### src/rtl/io_slave_mux.sv
// io_slave_mux: bridges one upstream bus master onto eight memory-mapped
// I/O devices sharing a common device bus.
//
// Accesses in 0xFFD0_0000-0xFFD7_FFFF are decoded to device s_adr_i[18:16].
// The device sees a one-hot chip select and the low 16 address bits. Other
// addresses and device timeouts end with a terminating response.
//
// Optional build macro: IOMUX_BUSERR_EN
//   defined   - timeout/unmapped access raises s_err_o
//   undefined - timeout/unmapped access acks with zero data; s_err_o stays 0
//
// Ports:
//   clk_i, rst_i                   clock, synchronous active-high reset
//   s_cyc_i/s_stb_i/s_we_i         upstream cycle, strobe, write enable
//   s_sel_i/s_adr_i/s_dat_i        upstream byte selects, address, write data
//   s_ack_o/s_err_o/s_dat_o        upstream acknowledge, error, read data
//   m_cyc_o/m_stb_o/m_we_o         device bus cycle, strobe, write enable
//   m_cs_o                         one-hot device select
//   m_sel_o/m_adr_o/m_dat_o        device byte selects, local address, write data
//   m_ack_i                        per-device acknowledge
//   m_dat_i                        per-device read data, device n at [32n+31:32n]
module io_slave_mux #(
    parameter logic [7:0] TIMEOUT = 8'd255
) (
    input  logic         clk_i,
    input  logic         rst_i,
    input  logic         s_cyc_i,
    input  logic         s_stb_i,
    input  logic         s_we_i,
    input  logic [3:0]   s_sel_i,
    input  logic [31:0]  s_adr_i,
    input  logic [31:0]  s_dat_i,
    output logic         s_ack_o,
    output logic         s_err_o,
    output logic [31:0]  s_dat_o,
    output logic         m_cyc_o,
    output logic         m_stb_o,
    output logic         m_we_o,
    output logic [7:0]   m_cs_o,
    output logic [3:0]   m_sel_o,
    output logic [15:0]  m_adr_o,
    output logic [31:0]  m_dat_o,
    input  logic [7:0]   m_ack_i,
    input  logic [255:0] m_dat_i
);

    typedef enum logic [1:0] {StIdle, StActive, StDone} state_e;

    state_e      state_q, state_d;
    logic [7:0]  cnt_q, cnt_d;
    logic [2:0]  idx_q, idx_d;
    logic        s_ack_q, s_ack_d;
    logic        s_err_q, s_err_d;
    logic [31:0] s_dat_q, s_dat_d;
    logic        m_cyc_q, m_cyc_d;
    logic        m_stb_q, m_stb_d;
    logic        m_we_q, m_we_d;
    logic [7:0]  m_cs_q, m_cs_d;
    logic [3:0]  m_sel_q, m_sel_d;
    logic [15:0] m_adr_q, m_adr_d;
    logic [31:0] m_dat_q, m_dat_d;

    logic        mapped;
    logic        sel_ack;
    logic [7:0]  cnt_inc;
    logic        term;     // end the access with a timeout/unmapped response
    logic        clear_m;  // release the device bus

    assign mapped  = (s_adr_i[31:19] == 13'h1FFA);
    assign sel_ack = m_ack_i[idx_q];
    assign cnt_inc = cnt_q + 8'd1;

    always_comb begin
        state_d = state_q;
        cnt_d   = cnt_q;
        idx_d   = idx_q;
        s_ack_d = s_ack_q;
        s_err_d = s_err_q;
        s_dat_d = s_dat_q;
        m_cyc_d = m_cyc_q;
        m_stb_d = m_stb_q;
        m_we_d  = m_we_q;
        m_cs_d  = m_cs_q;
        m_sel_d = m_sel_q;
        m_adr_d = m_adr_q;
        m_dat_d = m_dat_q;
        term    = 1'b0;
        clear_m = 1'b0;

        unique case (state_q)
            StIdle: begin
                if (s_cyc_i && s_stb_i) begin
                    if (mapped) begin
                        idx_d   = s_adr_i[18:16];
                        m_cs_d  = 8'b1 << s_adr_i[18:16];
                        m_sel_d = s_sel_i;
                        m_we_d  = s_we_i;
                        m_adr_d = s_adr_i[15:0];
                        m_dat_d = s_dat_i;
                        m_cyc_d = 1'b1;
                        m_stb_d = 1'b1;
                        cnt_d   = 8'd0;
                        state_d = StActive;
                    end else begin
                        term    = 1'b1;
                        state_d = StDone;
                    end
                end
            end
            StActive: begin
                cnt_d = cnt_inc;
                // Selected ack beats both abort and timeout in the same cycle.
                if (sel_ack) begin
                    clear_m = 1'b1;
                    s_ack_d = 1'b1;
                    s_dat_d = m_dat_i[{idx_q, 5'd0} +: 32];
                    state_d = StDone;
                end else if (!s_cyc_i) begin
                    clear_m = 1'b1;
                    state_d = StIdle;
                end else if (cnt_inc == TIMEOUT) begin
                    clear_m = 1'b1;
                    term    = 1'b1;
                    state_d = StDone;
                end
            end
            StDone: begin
                if (!s_stb_i) begin
                    s_ack_d = 1'b0;
                    s_err_d = 1'b0;
                    s_dat_d = 32'h0;
                    state_d = StIdle;
                end
            end
            default: state_d = StIdle;
        endcase

        if (clear_m) begin
            m_cyc_d = 1'b0;
            m_stb_d = 1'b0;
            m_we_d  = 1'b0;
            m_cs_d  = 8'h0;
            m_sel_d = 4'h0;
            m_adr_d = 16'h0;
            m_dat_d = 32'h0;
        end

        if (term) begin
`ifdef IOMUX_BUSERR_EN
            s_err_d = 1'b1;
`else
            s_ack_d = 1'b1;
`endif
            s_dat_d = 32'h0;
        end
    end

    always_ff @(posedge clk_i) begin
        if (rst_i) begin
            state_q <= StIdle;
            cnt_q   <= 8'd0;
            idx_q   <= 3'd0;
            s_ack_q <= 1'b0;
            s_err_q <= 1'b0;
            s_dat_q <= 32'h0;
            m_cyc_q <= 1'b0;
            m_stb_q <= 1'b0;
            m_we_q  <= 1'b0;
            m_cs_q  <= 8'h0;
            m_sel_q <= 4'h0;
            m_adr_q <= 16'h0;
            m_dat_q <= 32'h0;
        end else begin
            state_q <= state_d;
            cnt_q   <= cnt_d;
            idx_q   <= idx_d;
            s_ack_q <= s_ack_d;
            s_err_q <= s_err_d;
            s_dat_q <= s_dat_d;
            m_cyc_q <= m_cyc_d;
            m_stb_q <= m_stb_d;
            m_we_q  <= m_we_d;
            m_cs_q  <= m_cs_d;
            m_sel_q <= m_sel_d;
            m_adr_q <= m_adr_d;
            m_dat_q <= m_dat_d;
        end
    end

    assign s_ack_o = s_ack_q;
    assign s_err_o = s_err_q;
    assign s_dat_o = s_dat_q;
    assign m_cyc_o = m_cyc_q;
    assign m_stb_o = m_stb_q;
    assign m_we_o  = m_we_q;
    assign m_cs_o  = m_cs_q;
    assign m_sel_o = m_sel_q;
    assign m_adr_o = m_adr_q;
    assign m_dat_o = m_dat_q;

endmodule
### config.mk
export PLATFORM = sky130hd
export DESIGN_NAME = io_slave_mux
export DESIGN_NICKNAME = d
export VERILOG_FILES = /design/src/rtl/io_slave_mux.sv
export SDC_FILE = /design/constraint.sdc
export NUM_CORES = 1
export LEC_CHECK = 0
export ABC_AREA = 0
export BUFFER_PORTS_ARGS = -buffer_cell sky130_fd_sc_hd__clkbuf_2
export CORE_AREA = 2 2 169 171
export DETAILED_ROUTE_END_ITERATION = 16
export DIE_AREA = 0 0 171 173
export RECOVER_POWER = 25
export SYNTH_ARGS = -nofsm -noshare
export SYNTH_HDL_FRONTEND = slang
export SYNTH_SLANG_ARGS = --single-unit
### constraint.sdc
create_clock -name clk_i -period 1.8 [get_ports clk_i]
set_input_delay 0.36 -clock clk_i [delete_from_list [all_inputs] [get_ports clk_i]]
set_output_delay 0.36 -clock clk_i [all_outputs]
set_load 0.01 [all_outputs]
==> results_dict.tcl <==
set metrics [dict create \
    r2r_end "s_dat_o[3]$_SDFFE_PP0P_" \
    use_met3 0.0561 \
    critPathSlowestCell "dfxtp_4" \
    grt_start_max_net_pins 46 \
    crit_required_ps 2090 \
    worstSkewPairLatency_ps 360 \
    htreeDepth 3 \
    grtUsageMet2 0.336 \
    antenna_found_initial 5 \
    ys_warn_count 0 \
    first_pass_iters 6 \
    drt_wl_total_um 28200 \
    hold_path.class "in2reg" \
    total_power_mw 5.25 \
    grt_pass1_vias 7020 \
    synth_fa_ha_area_frac 0.00385 \
    clock_skew_ps 14.7 \
    drt-initial-drc-count 273 \
    die_y_um 173 \
    worstRegToRegCells 7 \
    period_needed_ps 1950 \
    synthArstFlopShare 0 \
    layout.cells.non_filler 1479 \
    cts_sinks 108 \
    die_w_um 171 \
    whs_path_depth 3 \
    cts_tree "built" \
    dp_hpwl_um 22900 \
    wl_per_cell_um 19.1 \
    io_buffers 432 \
    routed-via-count 6923 \
    avgViaCountPerCell 4.68 \
    synth_common_cells "nand2_1 (129), dfxtp_1 (108), mux4_2 (66), a21oi_2 (60), mux2i_1 (33)" \
    synth_top_family_by_area "multiplexers" \
    synthTopCellsByArea "dfxtp_1 (33%), mux4_2 (23%), a21oi_2 (8.1%)" \
    crit_fanout 12 \
    rr_startpoint "idx_q[0]$_SDFFE_PP0P_" \
    clock_path_buffers 2 \
    crit_start "idx_q[0]$_SDFFE_PP0P_" \
    core_area_um2 27600 \
    initial_core_util 0.235 \
    status "finished, violations left" \
    rows 61 \
    nets 1432 \
    synth_compound_area_frac 0.150 \
    crit_chain "mux4_2 -> mux2i_4 -> buf_12 -> or2_4 -> buf_12 -> or3_1 -> a21oi_1" \
    synth_top_cell_area_share 0.333 \
    dieArea_um2 29600 \
    synth-xor-area-share 0 \
    drc 0 \
    syn-cell-area_um2 6500 \
    syn_nets 984 \
    synthCells 645 \
    arrival_ps 2240 \
    slowest_delay_ps 380 \
    period_share 1.08 \
    yosysTopAreaCell "dfxtp_1" \
    crit_end "s_dat_o[3]$_SDFFE_PP0P_" \
    critPathCaptureType "flip-flop" \
    avgSynthCellArea_um2 10.1 \
    p_per_area_nw_per_um2 526 \
    setup_slack_ps -152 \
    area_growth_pct 53.5 \
    worst_setup_path_start_kind "flip-flop" \
    critPathKind "reg2reg" \
    met1_usage 0.203 \
    grt.busiest_layer "met2" \
    overflow 0 \
    violations "negative setup slack" \
    timing.hold.ws_ps 224 \
    finalSetupViolations 93 \
    grt_pass1_wl_um 41000 \
    ir_drop_mv 0.393 \
    drv_cap 0 \
    p_leak_nw 4.03 \
    yosys.area_share.simple 0.169 \
    drtAntennaViolNets 0 \
    root_buffer "clkbuf_16" \
    cts_made_buffers 9 \
    drive_gt1_frac 0.587 \
    ys_seq_elements 108 \
    cpMostUsedCell "buf_12" \
    synthMuxAreaShare 0.283 \
    gp_congestion 0.916 \
    reg2reg_setup_slack_ps -150 \
    hold_viol 0 \
    ys_types 46 \
    dp.cells 1453 \
    drv_slew 0 \
    max_freq_mhz 512 \
    grt_use_total 0.184 \
    synthFlopType "dfxtp_1" \
    synth_edf_count 0 \
    pin_count 434 \
    rsz0062_at_grt "yes" \
    ys_seq_area_frac 0.333 \
    clk_pin_slew_ps 80 \
    yosys.cell_count.top_type "nand2_1" \
]
[final cells by class]
type                       instances  area (um2)
fill                            2909       17700
sequential                       108        2170
clock buffer                      10         229
tap                              378         473
clock inverter                     5        61.3
inverter                           3        11.3
timing repair buffer             502        3020
multi-input combinational        469        4000
antenna                            4        10.0
[critical path, delay by kind of cell, from the launching register on]
family	cells	cell delay, ps
DFF	1	380
AOI/OAI and AO/OA	1	130
buffers and inverters	2	300
muxes	2	440
and+or+nand+nor	2	640
[where the power goes]
part | internal, mW | switching, mW
combinational | 0.487 | 0.326
clock | 1.09 | 0.963
sequential | 2.39 | 0.00235
total | 3.96 | 1.29
[how the worst min path moves through the flow]
stage | slack (ps) | from | end
global route | 210 | s_adr_i[12] | m_adr_o[12]$_SDFFE_PP0P_
finish | 220 | s_dat_i[11] | m_dat_o[11]$_SDFFE_PP0P_
CTS | 210 | s_sel_i[1] | m_sel_o[1]$_SDFFE_PP0P_
detailed placement | 450 | m_cs_o[6]$_SDFFE_PP0P_ | m_cs_o[6]$_SDFFE_PP0P_
floorplan | 460 | cnt_q[5]$_SDFFE_PP0P_ | cnt_q[5]$_SDFFE_PP0P_
global placement | 450 | m_cs_o[0]$_SDFFE_PP0P_ | m_cs_o[0]$_SDFFE_PP0P_
[placed cells by master (no fill, tap or decap), drive strengths merged, types with 2 or more instances in the layout]
cell type    n
nor2b        2
o211a        2
nand4b       5
a21oi       82
nand2      129
mux2i       34
nand4        3
o21ai        5
a41oi        2
or4b         2
diode        4
buf         68
a31oi       27
dfxtp      108
or2          2
nor3        27
or3          8
and3         2
and2         2
mux4        66
o31ai        2
ha           2
nand2b       4
inv          5
nand3b       3
nor2        32
nand3       14
clkinv       2
nor4         3
clkbuf     444
[registers in the layout, summed over array words and instances, names as in the netlist]
name	count
m_adr_o	16
m_stb_o	1
m_cs_o	8
s_dat_o	32
m_we_o	1
s_ack_o	1
m_sel_o	4
m_dat_o	32
state_q	2
idx_q	3
cnt_q	8
[what timing repair did]
action                     4_1_cts  5_1_grt
setup endpoints to repair       95       97
pin swaps                        4        1
gates cloned                     3        2
buffers inserted                 2        0
hold buffers                     0        0
gates resized for setup         11       12
[cells by family after synthesis]
kind of cell / Yosys count
DFF: 108
buffers and inverters: 68
muxes: 100
AOI/OAI and AO/OA: 126
other: 1
adders and majority gates: 2
and+or+nand+nor: 240
[stage by stage]
stage	area (um2)	worst slack (ps)	TNS [ps]	utilization
final	9980	-152	-9790	0.361
after floorplan	6530	-0.216	-0.216	-
after global placement	9480	-157	-8720	0.343
after global routing	9970	-227	-17570	0.361
after CTS	9900	-150	-11090	0.358
after detailed placement	9480	-163	-10550	0.343
[routing by layer]
metal,wire [um],vias to the layer above
li1,-,3281
met1,10600,3280
met2,14400,327
met3,2590,33
met4,564,2
met5,13,-
(Power assumes the default switching activity.)
